File: config.mk
export PLATFORM = sky130hd
export DESIGN_NAME = m3_motionsched
export DESIGN_NICKNAME = d
export VERILOG_FILES = /design/src/rtl/m3_motionsched.sv
export SDC_FILE = /design/constraint.sdc
export NUM_CORES = 1
export LEC_CHECK = 0
export CAP_MARGIN = 40
export CELL_PAD_IN_SITES_DETAIL_PLACEMENT = 1
export CELL_PAD_IN_SITES_GLOBAL_PLACEMENT = 1
export CORE_MARGIN = 4
export CORE_UTILIZATION = 48
export CTS_CLUSTER_DIAMETER = 150
export CTS_CLUSTER_SIZE = 30
export DETAILED_ROUTE_END_ITERATION = 12
export PLACE_DENSITY = 0.83
export SLEW_MARGIN = 0
export SYNTH_ARGS = -nofsm -noshare
export SYNTH_HDL_FRONTEND = slang
export SYNTH_SLANG_ARGS = --single-unit
File: constraint.sdc
create_clock -name clkI -period 8.5 [get_ports clkI]
set_input_delay 1.275 -clock clkI [delete_from_list [all_inputs] [get_ports clkI]]
set_output_delay 1.275 -clock clkI [all_outputs]
set_load 0.02 [all_outputs]
File: src/rtl/m3_motionsched.sv
// m3_motionsched: host command sequencer that drives m3_stepCalc toward a target round period.
// Build macro M3_SOFTSTOP_EN: a stop in RUN ramps the motor down before forcing the stop.
module m3_motionsched #(
  parameter logic [21:0] PERIOD_MIN = 22'd40,
  parameter logic [21:0] PERIOD_MAX = 22'd4000000,
  parameter logic [21:0] HYST       = 22'd2,
  parameter logic [23:0] STALL_CLKS = 24'd8000000
) (
  input  logic        clkI,
  input  logic        rstI,
  input  logic        cmdValidI,
  output logic        cmdReadyO,
  input  logic [1:0]  cmdOpI,
  input  logic [21:0] cmdPeriodI,
  input  logic        roundTickI,
  input  logic        faultI,
  output logic        m3startO,
  output logic        m3forceStopO,
  output logic        m3invRotateO,
  output logic        m3speedINCo,
  output logic        m3speedDECo,
  output logic        m3powerINCo,
  output logic        m3powerDECo,
  output logic [2:0]  stateO,
  output logic [21:0] measPeriodO
);
  localparam int unsigned PW = 22;
  localparam int unsigned SW = 24;
  localparam logic [1:0] OP_START = 2'd0;
  localparam logic [1:0] OP_STOP  = 2'd1;
  localparam logic [1:0] OP_SET   = 2'd2;
  localparam logic [1:0] OP_REV   = 2'd3;

  typedef enum logic [2:0] {
    ST_IDLE      = 3'd0,
    ST_RUN       = 3'd1,
    ST_REV_DOWN  = 3'd2,
    ST_REV_FLIP  = 3'd3,
    ST_STOPPING  = 3'd4,
    ST_FAULT     = 3'd5,
    ST_SOFT_DOWN = 3'd6
  } state_e;

  state_e        state_q, state_d;
  logic [PW-1:0] target_q, target_d, saved_q, saved_d, meas_q, meas_d, per_cnt_q, per_cnt_d;
  logic [SW-1:0] stall_q, stall_d;
  logic          mv_q, mv_d, flip_q, flip_d, inv_q, inv_d;
  logic          start_q, start_d, fstop_q, fstop_d, inc_q, inc_d, dec_q, dec_d;
  logic          pinc_q, pinc_d, pdec_q, pdec_d, ready_q, ready_d;
  logic          cmd_fire, running, stall_hit, ramp_done, fault_go;
  logic [PW-1:0] tgt_clamp;
  logic [1:0]    spd;

  function automatic logic [PW-1:0] clamp_period(input logic [PW-1:0] p);
    if (p < PERIOD_MIN)      return PERIOD_MIN;
    else if (p > PERIOD_MAX) return PERIOD_MAX;
    else                     return p;
  endfunction

  // Returns {inc, dec}; the low-side band edge is formed as meas+HYST to avoid underflow.
  function automatic logic [1:0] speed_ctl(input logic [PW-1:0] tgt, input logic [PW-1:0] meas,
                                           input logic valid);
    logic [PW:0] t_ext, m_ext;
    t_ext = {1'b0, tgt};
    m_ext = {1'b0, meas};
    if (!valid)                               return {(tgt < PERIOD_MAX), 1'b0};
    else if (m_ext > t_ext + (PW+1)'(HYST))   return 2'b10;
    else if (m_ext + (PW+1)'(HYST) < t_ext)   return 2'b01;
    else                                      return 2'b00;
  endfunction

  always_comb begin
    state_d   = state_q;
    target_d  = target_q;
    saved_d   = saved_q;
    meas_d    = meas_q;
    per_cnt_d = per_cnt_q;
    stall_d   = stall_q;
    mv_d      = mv_q;
    flip_d    = flip_q;
    inv_d     = inv_q;
    pinc_d    = 1'b0;
    pdec_d    = 1'b0;
    start_d   = 1'b0;
    fstop_d   = 1'b0;
    inc_d     = 1'b0;
    dec_d     = 1'b0;
    ready_d   = 1'b1;
    spd       = 2'b00;

    cmd_fire  = cmdValidI & ready_q;
    tgt_clamp = clamp_period(cmdPeriodI);
    running   = (state_q == ST_RUN) || (state_q == ST_REV_DOWN) || (state_q == ST_SOFT_DOWN);
    stall_hit = running && !roundTickI && (stall_q == STALL_CLKS - 24'd1);
    ramp_done = mv_q && (meas_q >= PERIOD_MAX - HYST);
    fault_go  = (faultI && (state_q != ST_IDLE)) || stall_hit;

    // Round-period measurement and stall watchdog while the motor is commanded to run
    if (running) begin
      pinc_d = roundTickI & inc_q;
      pdec_d = roundTickI & dec_q;
      if (roundTickI) begin
        meas_d    = per_cnt_q;
        per_cnt_d = 22'd1;
        mv_d      = 1'b1;
        stall_d   = '0;
      end else begin
        if (per_cnt_q != 22'h3FFFFF) per_cnt_d = per_cnt_q + 22'd1;
        stall_d = stall_q + 24'd1;
      end
    end else begin
      per_cnt_d = '0;
      stall_d   = '0;
    end

    if (fault_go) begin
      state_d = ST_FAULT;
    end else begin
      case (state_q)
        ST_IDLE: begin
          if (cmd_fire) begin
            case (cmdOpI)
              OP_START: begin target_d = tgt_clamp; mv_d = 1'b0; state_d = ST_RUN; end
              OP_SET:   target_d = tgt_clamp;
              OP_REV:   inv_d = ~inv_q;
              default:  ;
            endcase
          end
        end
        ST_RUN: begin
          if (cmd_fire) begin
            case (cmdOpI)
              OP_START, OP_SET: target_d = tgt_clamp;
              OP_STOP: begin
`ifdef M3_SOFTSTOP_EN
                target_d = PERIOD_MAX;
                state_d  = ST_SOFT_DOWN;
`else
                state_d  = ST_STOPPING;
`endif
              end
              default: begin saved_d = target_q; target_d = PERIOD_MAX; state_d = ST_REV_DOWN; end
            endcase
          end
        end
        ST_REV_DOWN: begin
          if (ramp_done) begin state_d = ST_REV_FLIP; flip_d = 1'b0; inv_d = ~inv_q; end
        end
        ST_REV_FLIP: begin
          if (!flip_q) flip_d = 1'b1;
          else begin target_d = saved_q; mv_d = 1'b0; state_d = ST_RUN; end
        end
        ST_STOPPING: state_d = ST_IDLE;
        ST_FAULT: begin
          if (cmd_fire && (cmdOpI == OP_STOP) && !faultI) state_d = ST_IDLE;
        end
        ST_SOFT_DOWN: begin
          if (ramp_done) state_d = ST_STOPPING;
        end
        default: state_d = ST_IDLE;
      endcase
    end

    // Outputs are derived from next-cycle values so they line up with stateO
    spd = speed_ctl(target_d, meas_d, mv_d);
    case (state_d)
      ST_RUN:                    begin start_d = 1'b1; inc_d = spd[1]; dec_d = spd[0]; end
      ST_REV_DOWN, ST_SOFT_DOWN: begin start_d = 1'b1; dec_d = 1'b1; ready_d = 1'b0; end
      ST_REV_FLIP:               ready_d = 1'b0;
      ST_STOPPING:               begin fstop_d = 1'b1; ready_d = 1'b0; end
      ST_FAULT:                  fstop_d = 1'b1;
      default:                   ;
    endcase
  end

  always_ff @(posedge clkI) begin
    if (rstI) begin
      state_q   <= ST_IDLE;
      target_q  <= PERIOD_MAX;
      saved_q   <= PERIOD_MAX;
      meas_q    <= '0;
      per_cnt_q <= '0;
      stall_q   <= '0;
      mv_q      <= 1'b0;
      flip_q    <= 1'b0;
      inv_q     <= 1'b0;
      start_q   <= 1'b0;
      fstop_q   <= 1'b0;
      inc_q     <= 1'b0;
      dec_q     <= 1'b0;
      pinc_q    <= 1'b0;
      pdec_q    <= 1'b0;
      ready_q   <= 1'b1;
    end else begin
      state_q   <= state_d;
      target_q  <= target_d;
      saved_q   <= saved_d;
      meas_q    <= meas_d;
      per_cnt_q <= per_cnt_d;
      stall_q   <= stall_d;
      mv_q      <= mv_d;
      flip_q    <= flip_d;
      inv_q     <= inv_d;
      start_q   <= start_d;
      fstop_q   <= fstop_d;
      inc_q     <= inc_d;
      dec_q     <= dec_d;
      pinc_q    <= pinc_d;
      pdec_q    <= pdec_d;
      ready_q   <= ready_d;
    end
  end

  assign cmdReadyO    = ready_q;
  assign m3startO     = start_q;
  assign m3forceStopO = fstop_q;
  assign m3invRotateO = inv_q;
  assign m3speedINCo  = inc_q;
  assign m3speedDECo  = dec_q;
  assign m3powerINCo  = pinc_q;
  assign m3powerDECo  = pdec_q;
  assign stateO       = state_q;
  assign measPeriodO  = meas_q;
endmodule

======== After elaboration in Yosys (flattened, before gate mapping) ========
Cells that the tools add are included.
Widths: inputs -> output; s select.
cells by class
  $add $sub $neg .......................... 4
  $lt $le $gt $ge ......................... 6
  equality and inequality tests ........... 19
  mux-type cells .......................... 43
  bitwise logic cells ..................... 8
  reductions and logical operators ........ 29
operators with widths
  kind                   count
  $mux 22                9
  $pmux 22 s3            1
  $add 22x2->23 const B  2
  $pmux 22 s2            1
  $add 24x1->24 const B  1
  $eq 24x23->1 const B   1
  $mux 3                 8
  $gt 22x23->1           1
  $lt 23x22->1           1
  $add 22x1->22 const B  1
  $ge 22x22->1 const B   1
  $gt 22x22->1 const B   1
  $lt 22x22->1 const B   1
  $lt 22x6->1 const B    1
  $ne 22x22->1 const B   1
  $pmux 3 s6             1
  $mux 1                 16
  $eq 3x3->1 const B     5
  $eq 3x2->1 const B     4
  $reduce_or 2->1        5
  $reduce_or 3->1        3
  $pmux 1 s2             4
  $eq 3x1->1 const B     2
  $logic_and 1x1->1      6
  18 further kinds       32
storage, ports and cells
  bits in registers ....................... 125
  bits of input ports ..................... 29
  output and inout port bits .............. 33

======== Longest topological paths before layout ========
Gate-level depths: netlist (run 1).
  depth after elaboration ................. 12
  depth in mapped cells ................... 24
  mapped depth without buffers ............ 21

======== Least setup slack after synthesis (run 1) ========
OpenSTA, ideal clock, no wires.
  path kind ............................... input-to-reg
  start ................................... input port cmdPeriodI[5]
  end ..................................... register inc_q (netlist: m3speedINCo)
  setup time .............................. 116 ps
  data arrival time ....................... 5346 ps
  setup slack ............................. 3038 ps
  cell stages on the path ................. 20
  buffers on the path ..................... 1
  cell sequence ........................... or4_1 o31ai_1 buf_2 nand4_1 and3_1 inv_1 ha_1 inv_1 or4_1 nor4_1 xnor2_1 ha_1 a21o_1 a21o_1 a211oi_1 a21oi_1 a2111oi_0 o31a_1 a41oi_1 nor3b_2
between the ends
  word-level cells in the longest chain between the ends .. 11
  elaborated cells between the ends (all ways) .. 15
  those cells by class .................... add/sub: 1; order compare: 4; mux: 10
ends and longest elaborated chain
  element                                        line      RTL
  from (decl)                                    14        input logic [21:0] cmdPeriodI,
  $gt 22x22->1                                   56        else if (p > PERIOD_MAX) return PERIOD_MAX;
  $mux 22                                        56
  $mux 22 *                                      55        if (p < PERIOD_MIN) return PERIOD_MIN;
  $pmux 22 s2 / $mux 22 (equally long branches)  132, 122
  $mux 22 (on tied branches)                     131, 121
  $pmux 22 s3 *                                  119       case (state_q)
  $mux 22 *                                      116       if (fault_go) begin
  named net target_d[1]                          45        logic [PW-1:0] target_q, target_d, saved_q, saved_d, meas_q, meas_d, per_cnt_q, per_cnt_d;
  $add 22x2->23                                  67        else if (m_ext > t_ext + (PW+1)'(HYST)) return 2'b10;
  $gt 22x23->1                                   67
  $mux 2                                         67
  $mux 2 *                                       66        if (!valid) return {(tgt < PERIOD_MAX), 1'b0};
  to (signal assigned)                           206       inc_q <= inc_d;
  to (decl)                                      48        logic start_q, start_d, fstop_q, fstop_d, inc_q, inc_d, dec_q, dec_d;
Mark *: on every way through the listed nets, which the timed path passes. The rest lies on a longest branch.
A chain may end at the register's enable or synchronous reset.

======== Final worst setup path (run 1) ========
  start ................................... input port cmdOpI[0]
  end ..................................... register inc_q (netlist: m3speedINCo)
between the ends
  word-level cells in the longest chain between the ends .. 10
  elaborated cells between the ends (all ways) .. 31
  those cells by class .................... add/sub: 1; order compare: 2; eq/ne: 3; mux: 19; bitwise: 1; reduce/logical: 5
ends and longest elaborated chain
  element                                               line      RTL
  from (decl)                                           13        input logic [1:0] cmdOpI,
  $eq 2x2->1 / $logic_not 2->1 (equally long branches)  122, 132
  $reduce_or 2->1                                       132       case (cmdOpI)
  $pmux 22 s2 / $mux 22 (equally long branches)         132, 122
  $mux 22 (on tied branches)                            131, 121
  $pmux 22 s3                                           119
  $mux 22                                               116
  $add 22x2->23                                         67
  $gt 22x23->1                                          67
  $mux 2                                                67
  $mux 2                                                66
Parallel ways exist; a longest one is shown, timed or not.

==> results_dict.tcl, run 1 <==
set metrics [dict create \
    viasPerCell 5.97 \
    timing.rr.start "stateO[1]$_SDFF_PP0_" \
    grt_pass1_vias 7599 \
    slew_viol_final 0 \
    p_leak_nw 3.93 \
    cts_inserted_buffers 17 \
    core-area_mm2 0.0159 \
    grt_pass1_wl_um 39900 \
    max-cap-violations 0 \
    cp.arrival_ns 6.71 \
    track_usage_pct 27.2 \
    setup_viol 0 \
    ant_nets 0 \
    yosysWarnings 0 \
    p_per_area_mw_per_mm2 189 \
    postCtsHoldBufs 0 \
    crit_path_end_kind "flop" \
    ys_seq_area_share_pct 31.8 \
    start_util_pct 49.3 \
    yosysUniqueCellTypes 75 \
    crit_path_start_kind "input pin" \
    hold_path_class "flop to flop" \
    drcViolationCount 0 \
    cts_tree "done" \
    final_util_pct 57.8 \
    antenna_cells 0 \
    mostFrequentLayoutCell "nor2_1" \
    dp.cells 1202 \
    synth_ff_type "dfxtp_1" \
    fin_cells 1234 \
    overflow 0 \
    die_w_um 136 \
    clock-sinks 125 \
    drt_wl_total_um 24400 \
    yosys_register_bits 125 \
    rsz0062_at_grt "no" \
    grt_max_degree 80 \
    syn-cell-area_mm2 0.00786 \
    period_needed_ns 6.40 \
    synthCells 965 \
    row_count 46 \
    max_slew_margin_pct 39.0 \
    fmax_mhz 156 \
    ir_drop_v 0.000151 \
    dieArea_mm2 0.0185 \
    layout.cells.most_common_list "148 x nor2_1, 125 x dfxtp_1, 63 x nand2_1" \
    wl_per_cell_um 19.7 \
    required_ns 8.81 \
    synth_edf_count 0 \
    synthArstFlopShare_pct 0 \
    cts-resized-gates 0 \
    skew_ns 0.0115 \
    antenna_found_initial 0 \
    drtPass1Iterations 5 \
    finalHoldViolCount 0 \
    startpoint "cmdOpI[0]" \
    hold_slack_ns 0.469 \
    path_class "input pin to flop" \
    area_growth_pct 17.2 \
    power.total_mw 1.74 \
    cts_max_level 4 \
    synth_nets 1040 \
    path_clk_slew_ns 0.06 \
    status "finished, final reports clean" \
    first_iter_violations 485 \
    tightest_slew_ns 0.910 \
    hp-start "saved_q[11]$_SDFFE_PP1P_" \
    min_period_over_period_pct 75.3 \
    die_y_um 136 \
    fin_tns_setup_ns 0 \
    insertion_delay_ns 0.43 \
    cts_root_buf "clkbuf_16" \
    cp_max_fo 15 \
    clk_path_buf_depth 2 \
    gp_congestion 0.898 \
    io_buffers 61 \
    syn_area_per_cell_um2 8.15 \
    drive_gt1_share_pct 7.17 \
    via_count 7362 \
    dp_hpwl_um 17500 \
    final_nets 1080 \
    post_cts_buffers 0 \
    io_pins 62 \
]
-- area by class of cell --
| class | instances | area (µm²) |
|---|---|---|
| Clock buffer | 17 | 425 |
| Clock inverter | 15 | 183 |
| Timing Repair Buffer | 68 | 658 |
| Tap cell | 216 | 270 |
| Multi-Input combinational cell | 746 | 5000 |
| Sequential cell | 125 | 2500 |
| Inverter | 47 | 176 |
| Fill cell | 1925 | 6730 |
-- sequential cells by signal, summed over array words and instances (netlist names), 3 cells and up --
register	flops
measPeriodO	22
target_q	22
per_cnt_q	22
saved_q	22
stall_q	24
stateO	3
-- cells by family after synthesis --
group	after synthesis	share of synthesized area (%)
fa+ha+maj	47	7.45
flops	125	31.8
buf+inv	94	4.74
mux	47	6.05
compound gates	172	15.3
xor+xnor	74	8.24
simple gates	406	26.4
-- Yosys cell counts, types with 10 or more instances --
cell type	number	area (µm²)
a21o_1	12	90.1
a21oi_1	42	210
and3_1	15	93.8
and4_1	10	87.6
clkbuf_1	30	113
dfxtp_1	125	2500
ha_1	46	576
inv_1	47	176
mux2i_1	43	430
nand2_1	63	236
nand3_1	38	190
nand4_1	17	106
nor2_1	148	556
nor2b_1	16	100
nor3_1	33	165
o21ai_0	24	120
xnor2_1	39	342
xor2_1	35	307
-- power by group --
| group | total, mW | internal [mW] | leakage [nW] | switching (mW) |
|---|---|---|---|---|
| Combinational | 0.342 | 0.133 | 2.63 | 0.209 |
| Sequential | 0.635 | 0.608 | 1.01 | 0.0267 |
| Clock | 0.766 | 0.464 | 0.287 | 0.301 |
-- critical path: stages --
cell and delay [ns]:
clkdlybuf4s50_1 0.76, a21bo_2 0.34, o22a_1 0.21, nor2_1 0.47, a221oi_1 0.21, a31o_2 0.35, or4_1 0.68, nor3_4 0.26
xor2_1 0.21, ha_1 0.28, a21o_1 0.17, a21o_1 0.17, a21o_1 0.18, a211oi_1 0.22, a21oi_1 0.10, a2111oi_0 0.37
o31a_1 0.19, a41oi_1 0.05, nor3b_2 0.19
-- path summary, 6_finish.rpt --
| check | to | slack (ns) | depth (start not counted) |
|---|---|---|---|
| worst min register to register | saved_q[11]$_SDFFE_PP1P_ | 0.47 | 1 |
| worst min-delay path | saved_q[11]$_SDFFE_PP1P_ | 0.47 | 1 |
| worst max register to register | m3speedINCo$_SDFF_PP0_ | 2.40 | 18 |
| worst max-delay path | m3speedINCo$_SDFF_PP0_ | 2.10 | 19 |
-- through the flow --
stage / area (µm²) / worst slack (ns)
after global placement: 8600 / 1.92
after global routing: 9210 / 1.80
after floorplan: 7860 / 3.04
final: 9210 / 2.10
after CTS: 9210 / 2.15
after detailed placement: 8600 / 1.75
-- routing by layer --
metal	wire [µm]	track usage [%]
met1	10900	35.0
met2	11800	46.1
met3	1130	4.92
met4	563	9.13
met5	0	0
Note: power is estimated with default switching activity, not from simulation.
==> run 2: changes to the inputs <==
CORE_UTILIZATION = 40   (was 48)
PLACE_DENSITY = 0.74   (was 0.83)
clock period = 5.4 ns   (was 8.5 ns; I/O delays follow)
==> results_dict.tcl, run 2 (synthesis gave the netlist of run 1 again) <==
set metrics [dict create \
    status "finished, final reports clean" \
    tightest_slew_ns 0.844 \
    first_iter_violations 348 \
    period_needed_ns 5.21 \
    insertion_delay_ns 0.42 \
    power.switching_mw 0.859 \
    clock-sinks 125 \
    slew_viol_final 0 \
    holdPathEnd "saved_q[21]$_SDFFE_PP1P_" \
    dp_hpwl_um 19100 \
    timing.rr.start "stateO[1]$_SDFF_PP0_" \
    hold_path_class "flop to flop" \
    antenna_cells 0 \
    die_y_um 148 \
    viasPerCell 5.53 \
    wl_per_cell_um 18.8 \
    via_count 7684 \
    seq_power_share_pct 34.7 \
    hold_depth 1 \
    crit_path_end_kind "flop" \
    p_per_area_mw_per_mm2 277 \
    gp_congestion 0.858 \
    io_pins 62 \
    dieArea_mm2 0.0220 \
    worstRegToRegCells 18 \
    rrSetupSlack_ns 0.39 \
    cts_max_level 4 \
    power.total_mw 2.85 \
    crit_path_start_kind "input pin" \
    start_util_pct 40.5 \
    grt_max_degree 79 \
    final_nets 1187 \
    intPower_mw 1.99 \
    ant_nets 0 \
    skew_ns 0.00988 \
    drcViolationCount 0 \
    path_clk_slew_ns 0.06 \
    io_buffers 61 \
    drive_gt1_share_pct 18.1 \
    cp.arrival_ns 5.50 \
    layout.cells.most_common_list "147 x nor2_1, 125 x dfxtp_1, 112 x buf_4" \
    drt_wl_total_um 26100 \
    antenna_found_initial 0 \
    fill_cells 2370 \
    core-area_mm2 0.0194 \
    cp_max_fo 5 \
    cts_tree "done" \
    p_leak_nw 4.63 \
    mostFrequentLayoutCell "nor2_1" \
    overflow 0 \
    max-cap-violations 0 \
    clk_path_buf_depth 2 \
    rr_endpoint "m3speedINCo$_SDFF_PP0_" \
    area_growth_pct 30.8 \
    cts_inserted_buffers 17 \
    finalHoldViolCount 0 \
    p_comb_share_pct 23.5 \
    track_usage_pct 23.7 \
    grt_pass1_wl_um 41900 \
    ir_drop_v 0.000245 \
    min_period_over_period_pct 96.5 \
    fmax_mhz 192 \
    max_slew_margin_pct 43.7 \
    setup_viol 0 \
    path_class "input pin to flop" \
    power.share.clock_pct 41.7 \
    hold_slack_ns 0.471 \
    largest_reg_flops 24 \
    cts_root_buf "clkbuf_16" \
    final_util_pct 53.0 \
    die_w_um 148 \
    swShare_pct 30.2 \
    postCtsHoldBufs 0 \
    drtPass1Iterations 4 \
    regMostFlops "stall_q" \
    row_count 51 \
    hp-start "saved_q[21]$_SDFFE_PP1P_" \
    fin_tns_setup_ns 0 \
    required_ns 5.69 \
    grt_pass1_vias 8089 \
]
==> run 2: cell types whose count changed in the layout (fill, tap and decap cells not counted), moves of 3 or more <==
cell,previous run,this run
buf_4,7,112
clkdlybuf4s50_1,60,48
dlymetal6s2s_1,0,12
clkinv_4,1,5
clkinvlp_4,4,0
inv_6,5,2
nor3_1,33,30
nor3_4,1,4
nor4_1,7,4
or4_1,7,4
or4_4,0,3
==> run 2: stage by stage <==
stage	instance area, µm²	cells	worst slack, ns
after floorplan	7860	965	0.403
after global placement	9420	1352	-0.300
after detailed placement	9430	1353	-0.470
after CTS	10100	1384	0.0688
after global routing	10300	1389	-0.0491
final	10300	1389	0.188
==> run 2: worst max-delay path by stage <==
stage	from	endpoint	slack (ns)	cells past startpoint
floorplan	cmdPeriodI[5]	m3speedINCo$_SDFF_PP0_	0.40	20
global placement	roundTickI	m3speedINCo$_SDFF_PP0_	-0.30	21
detailed placement	cmdPeriodI[21]	m3speedINCo$_SDFF_PP0_	-0.47	23
CTS	cmdPeriodI[21]	m3speedINCo$_SDFF_PP0_	0.07	21
global route	cmdPeriodI[3]	m3speedINCo$_SDFF_PP0_	-0.05	21
finish	cmdPeriodI[0]	m3speedINCo$_SDFF_PP0_	0.19	20
==> run 2: cell type report <==
class / instances / area [µm²] / area share, %
clock buffer: 18 / 439 / 4.27
clock inverter: 13 / 166 / 1.62
inverter: 47 / 176 / 1.72
multi-input combinational: 746 / 5170 / 50.3
sequential: 125 / 2500 / 24.3
tap: 265 / 332 / 3.23
timing repair buffer: 175 / 1490 / 14.5
==> run 2: worst max-delay path, stage by stage <==
cell             delay, ns
clkdlybuf4s50_1       0.43
or4_4                 0.44
o31ai_4               0.25
buf_6                 0.15
nand4_1               0.15
buf_4                 0.18
a311o_1               0.32
or4_4                 0.53
nor3_4                0.22
xor2_1                0.19
ha_1                  0.26
a21o_1                0.19
a21o_1                0.17
a21o_1                0.17
a211oi_2              0.17
a21oi_2               0.09
a2111oi_2             0.29
o31a_1                0.22
a41oi_2               0.05
nor3b_2               0.19
==> run 2: power groups by stage <==
stage / Combinational [mW] / Sequential, mW / Clock (mW)
floorplan: 0.366 / 1.01 / 0
global placement: 0.620 / 1.01 / 0
detailed placement: 0.637 / 1.01 / 0
CTS: 0.648 / 0.988 / 1.21
global route: 0.736 / 0.993 / 1.25
finish: 0.669 / 0.989 / 1.19
==> run 2: what timing repair did <==
item,4_1_cts,5_1_grt
endpoints found under the setup margin,2,2
buffers inserted,0,5
pin swaps,0,21
resized for setup,4,43
==> run 2: per-layer routing <==
layer | track usage (%) | share of wire [%]
met2 | 40.5 | 49
met5 | 0 | 0
met4 | 9.47 | 2.9
met3 | 3.20 | 2.8
met1 | 30.3 | 46
